**src/rtl/nvs_pkg.sv**
```systemverilog
// Shared types and default sizes for the nearest-value scheduler.
package nvs_pkg;

  localparam int NVS_WIDTH = 8;
  localparam int NVS_CNT_W = 4;

  typedef enum logic [1:0] {
    ST_IDLE = 2'd0,
    ST_SCAN = 2'd1,
    ST_DONE = 2'd2
  } state_t;

endpackage

```
**src/rtl/abs_distance.sv**
```systemverilog
// Combinational unsigned |a - b|: the smaller operand is always subtracted
// from the larger one, so the result never wraps.
module abs_distance #(
  parameter int WIDTH = 8
) (
  input  logic [WIDTH-1:0] a_i,
  input  logic [WIDTH-1:0] b_i,
  output logic [WIDTH-1:0] dist_o
);

  // Compare first, then subtract in the non-wrapping direction
  always_comb begin
    dist_o = '0;
    if (a_i >= b_i) dist_o = a_i - b_i;
    else            dist_o = b_i - a_i;
  end

endmodule

```
**src/rtl/nearest_value_scheduler.sv**
```systemverilog
// Streams candidates one per clock through a single shared distance unit
// and keeps the earliest candidate with the smallest distance to the
// reference. The result is held on a valid/ready output until taken.
module nearest_value_scheduler
  import nvs_pkg::*;
#(
  parameter int WIDTH = NVS_WIDTH,
  parameter int CNT_W = NVS_CNT_W
) (
  input  logic             clk,
  input  logic             rst,
  input  logic             start,
  input  logic [WIDTH-1:0] ref_in,
  input  logic [CNT_W-1:0] len,
  input  logic             in_valid,
  input  logic [WIDTH-1:0] in_data,
  output logic             in_ready,
  output logic             out_valid,
  input  logic             out_ready,
  output logic [WIDTH-1:0] out_data,
  output logic [WIDTH-1:0] out_dist,
  output logic [CNT_W-1:0] out_index,
  output logic             found,
  output logic             busy
);

  state_t           state_q;
  logic [WIDTH-1:0] ref_q;
  logic [CNT_W-1:0] len_q;
  logic [CNT_W-1:0] cnt_q;
  logic [WIDTH-1:0] best_data_q;
  logic [WIDTH-1:0] best_dist_q;
  logic [CNT_W-1:0] best_idx_q;
  logic             found_q;

  logic [WIDTH-1:0] dist_d;
  logic [CNT_W-1:0] cnt_inc_d;
  logic             last_d;
  logic             better_d;

  // One distance unit shared by every candidate of the job
  abs_distance #(.WIDTH(WIDTH)) u_abs_distance (
    .a_i   (in_data),
    .b_i   (ref_q),
    .dist_o(dist_d)
  );

  // The first candidate always wins; later ones only on a strictly smaller
  // distance, so ties keep the earlier arrival.
  always_comb begin
    cnt_inc_d = cnt_q + 1'b1;
    last_d    = (cnt_inc_d == len_q);
    better_d  = (cnt_q == '0) || (dist_d < best_dist_q);
  end

  // Job FSM with capture, candidate counter and best-so-far registers
  always_ff @(posedge clk or posedge rst) begin
    if (rst) begin
      state_q     <= ST_IDLE;
      ref_q       <= '0;
      len_q       <= '0;
      cnt_q       <= '0;
      best_data_q <= '0;
      best_dist_q <= '0;
      best_idx_q  <= '0;
      found_q     <= 1'b0;
    end else begin
      case (state_q)
        ST_IDLE: begin
          if (start) begin
            ref_q       <= ref_in;
            len_q       <= len;
            cnt_q       <= '0;
            best_data_q <= '0;
            best_dist_q <= '0;
            best_idx_q  <= '0;
            found_q     <= 1'b0;
            state_q     <= (len != '0) ? ST_SCAN : ST_DONE;
          end
        end
        ST_SCAN: begin
          if (in_valid) begin
            if (better_d) begin
              best_data_q <= in_data;
              best_dist_q <= dist_d;
              best_idx_q  <= cnt_q;
            end
            found_q <= 1'b1;
            cnt_q   <= cnt_inc_d;
            if (last_d) state_q <= ST_DONE;
          end
        end
        ST_DONE: begin
          if (out_ready) state_q <= ST_IDLE;
        end
        default: state_q <= ST_IDLE;
      endcase
    end
  end

  // Handshake flags come straight from the state register
  assign in_ready  = (state_q == ST_SCAN);
  assign out_valid = (state_q == ST_DONE);
  assign busy      = (state_q != ST_IDLE);
  assign out_data  = best_data_q;
  assign out_dist  = best_dist_q;
  assign out_index = best_idx_q;
  assign found     = found_q;

endmodule

```
**config.mk**
```make
export PLATFORM = sky130hd
export DESIGN_NAME = nearest_value_scheduler
export DESIGN_NICKNAME = d
export VERILOG_FILES = /design/src/rtl/nvs_pkg.sv /design/src/rtl/abs_distance.sv /design/src/rtl/nearest_value_scheduler.sv
export SDC_FILE = /design/constraint.sdc
export NUM_CORES = 1
export LEC_CHECK = 0
export BUFFER_PORTS_ARGS = -buffer_cell sky130_fd_sc_hd__buf_2
export CORE_MARGIN = 5
export CORE_UTILIZATION = 30
export CTS_CLUSTER_DIAMETER = 40
export DETAILED_ROUTE_END_ITERATION = 10
export HOLD_SLACK_MARGIN = 0.15
export PLACE_DENSITY_LB_ADDON = 0.12
export SETUP_SLACK_MARGIN = 0.3
export SLEW_MARGIN = 20
export SYNTH_ARGS = -nofsm -noshare
export SYNTH_HDL_FRONTEND = slang
export SYNTH_HIERARCHICAL = 1
export SYNTH_SLANG_ARGS = --single-unit
```
**constraint.sdc**
```tcl
create_clock -name clk -period 7.8 [get_ports clk]
set_input_delay 0.78 -clock clk [delete_from_list [all_inputs] [get_ports clk]]
set_output_delay 0.78 -clock clk [all_outputs]
set_load 0.1 [all_outputs]
```
==> flow_metrics.tcl <==
set metrics [dict create \
    status "complete, no violations" \
    ys_ff_latch 39 \
    required_ns 7.98 \
    synth_area_leader_cell "dfrtp_1" \
    worstPathArrival_ns 4.73 \
    synthCells 246 \
    synthXorXnorAreaFrac 0.0408 \
    grt_max_degree 40 \
    antenna_found_initial 0 \
    core-area_mm2 0.00830 \
    num-nets-final 346 \
    drc 0 \
    ys_warn_count 6 \
    synth_edf_count 0 \
    cts.clk_slew.worst_paths_ns 0.08 \
    gp_congestion 0.793 \
    yosys-top-cells-count "dfrtp_1 (39), inv_1 (38), ha_1 (24)" \
    clock_latency_ns 0.29 \
    synthAdderAreaFrac 0.132 \
    max_freq_ghz 0.220 \
    clock_sinks 39 \
    crit_path_max_fanout 19 \
    synth_area_per_cell_um2 10.5 \
    synth.most_common_cell "dfrtp_1" \
    dp_hpwl_um 4540 \
    synth_top_area_frac 0.379 \
    async_flop_share 1.00 \
    drt_first_pass_iters 4 \
    synth.distinct_cells 44 \
    crit_path_end_kind "flip-flop" \
    die_y_um 103 \
    hold_violations 0 \
    nFillCells 872 \
    port_buffers 48 \
    worst_pin_slew_ns 0.933 \
    slew_viol_final 0 \
    synthMuxAreaShare 0.115 \
    ant_nets 0 \
    ios 49 \
    numCtsBuffers 5 \
    die_w_um 103 \
    cts_setup_buffers 0 \
    hold_class "reg2reg" \
    die-area_mm2 0.0105 \
    synth_ff_type "dfrtp_1" \
    vias_per_cell 4.70 \
    std_cell_rows 33 \
    overflow 0 \
    cts_buffer_depth 2 \
    worst-setup-path-type "in2reg" \
    skew_ns 0.00675 \
    synth_area_leaders "dfrtp_1 (38%), ha_1 (12%), mux2i_1 (6.2%)" \
    cpPeakStageDelay_ns 0.77 \
    worstSetupStartpointType "input port" \
    drt_iter0_drc 68 \
    cts.htree.levels 2 \
    drive_above_1_share 0.302 \
    path_cells "buf_2 -> inv_1 -> ha_1 -> a21o_1 -> a21o_1 -> a221oi_4 -> mux2i_1 -> xor2_1 -> ha_1 -> o21a_1 -> o221ai_1 -> nor3_2 -> or3_1 -> a22o_2" \
    setup_viol 0 \
    track_usage 0.119 \
    postCtsResizedCells 0 \
    synth_top_family_by_area "compound AO/OA/AOI/OAI gates" \
    syn_nets 297 \
    n_antenna_cell 0 \
    area_growth_syn_to_layout_pct 16.0 \
    grt_pass1_wl_um 9680 \
    period_minus_slack_ns 4.55 \
    fin_setup_tns_ns 0 \
    relSlewSlack 0.378 \
    synth-simple-area-share 0.0875 \
    wire_per_inst_um 14.7 \
    grt_pass1_vias 1942 \
    start_util 0.310 \
    rsz0062_at_grt "no" \
    cts_tree "done" \
    synth_area_mm2 0.00257 \
    synth_compound_gate_area_share 0.166 \
    max-cap-violations 0 \
    root_buffer "clkbuf_8" \
    vias 1878 \
    cpMaxStageDelayCell "or3_1" \
    post-route-util 0.360 \
    finalCritPeriodShare 0.584 \
    ys_seq_area_frac 0.379 \
    ctsHoldBuffers 0 \
    routed_wl_um 5860 \
]
[layout by cell type, fill, tap and decap left out, types with 3 or more instances in the layout]
cell type | synthesis | final
buf_2 | 1 | 48
dfrtp_1 | 39 | 39
inv_1 | 38 | 38
ha_1 | 24 | 24
nand2_1 | 17 | 17
mux2i_1 | 16 | 16
mux2_2 | 12 | 12
a22o_2 | 9 | 9
o21ai_0 | 8 | 8
a21oi_1 | 7 | 7
a21o_1 | 6 | 6
xor2_1 | 6 | 6
xnor2_1 | 6 | 6
clkbuf_8 | 0 | 6
nor2_1 | 4 | 4
nand3_1 | 4 | 4
a31oi_1 | 4 | 4
nand4_1 | 3 | 3
a21o_2 | 3 | 3
[per-layer routing]
| layer | wire [um] | part of all wire | vias up | track usage |
|---|---|---|---|---|
| met5 | 0 | 0 | - | 0 |
| li1 | - | - | 950 | - |
| met4 | 51 | 0.0087 | 0 | 0.0363 |
| met1 | 3000 | 0.51 | 895 | 0.168 |
| met2 | 2580 | 0.44 | 29 | 0.184 |
| met3 | 227 | 0.039 | 4 | 0.0237 |
[state kept, by name, indices dropped and copies added (netlist names)]
register   count
out_index      4
state_q        2
out_dist       8
ref_q          8
len_q          4
found          1
cnt_q          4
out_data       8
[worst max-delay path: cells and delay by family]
kind	cells	cell delay, ns
AOI/OAI and AO/OA	6	1.70
xor gates and xnor gates	1	0.27
adders and majority gates	2	0.68
buffers and inverters	2	0.15
muxes	1	0.29
and+or+nand+nor	2	0.84
[stage by stage]
step | hold WS [ns] | instance area, um2 | worst slack, ns | instances
floorplan | 0.481 | 2570 | 3.65 | 246
global placement | 0.486 | 2900 | 3.00 | 393
detailed placement | 0.489 | 2900 | 2.91 | 393
CTS | 0.508 | 2990 | 3.22 | 400
global route | 0.528 | 2990 | 3.01 | 400
finish | 0.504 | 2990 | 3.25 | 400
[kinds of logic (layout without fill, tap and decap cells)]
group	after synthesis	in the layout
simple gates	42	42
fa+ha+maj	26	26
mux	28	28
flops	39	39
buf+inv	46	95
xor+xnor	12	12
compound gates	53	53
[final timing paths]
path                                    from      endpoint  slack, ns  cells past startpoint
worst max register to register      ref_q[5]   out_dist[2]       3.49                     12
worst max-delay path              in_data[5]   out_dist[2]       3.25                     14
worst min-delay path            out_index[0]  out_index[0]       0.50                      1
worst min register to register  out_index[0]  out_index[0]       0.50                      1
min in group asynchronous                rst         found       0.60                      3
max in group asynchronous                rst   out_dist[5]       6.83                      3
[layout make-up]
class	count	area, um2	area share
clock inverter	1	5.00	0.00168
clock buffer	6	82.6	0.0276
inverter	38	143	0.0478
tap	105	131	0.0440
sequential	39	976	0.327
multi-input combinational	161	1390	0.467
timing repair buffer	50	255	0.0855
Power is left out: the tool's default activity adds up to more than one toggle a clock period on the data nets, which glitch-free logic cannot reach.
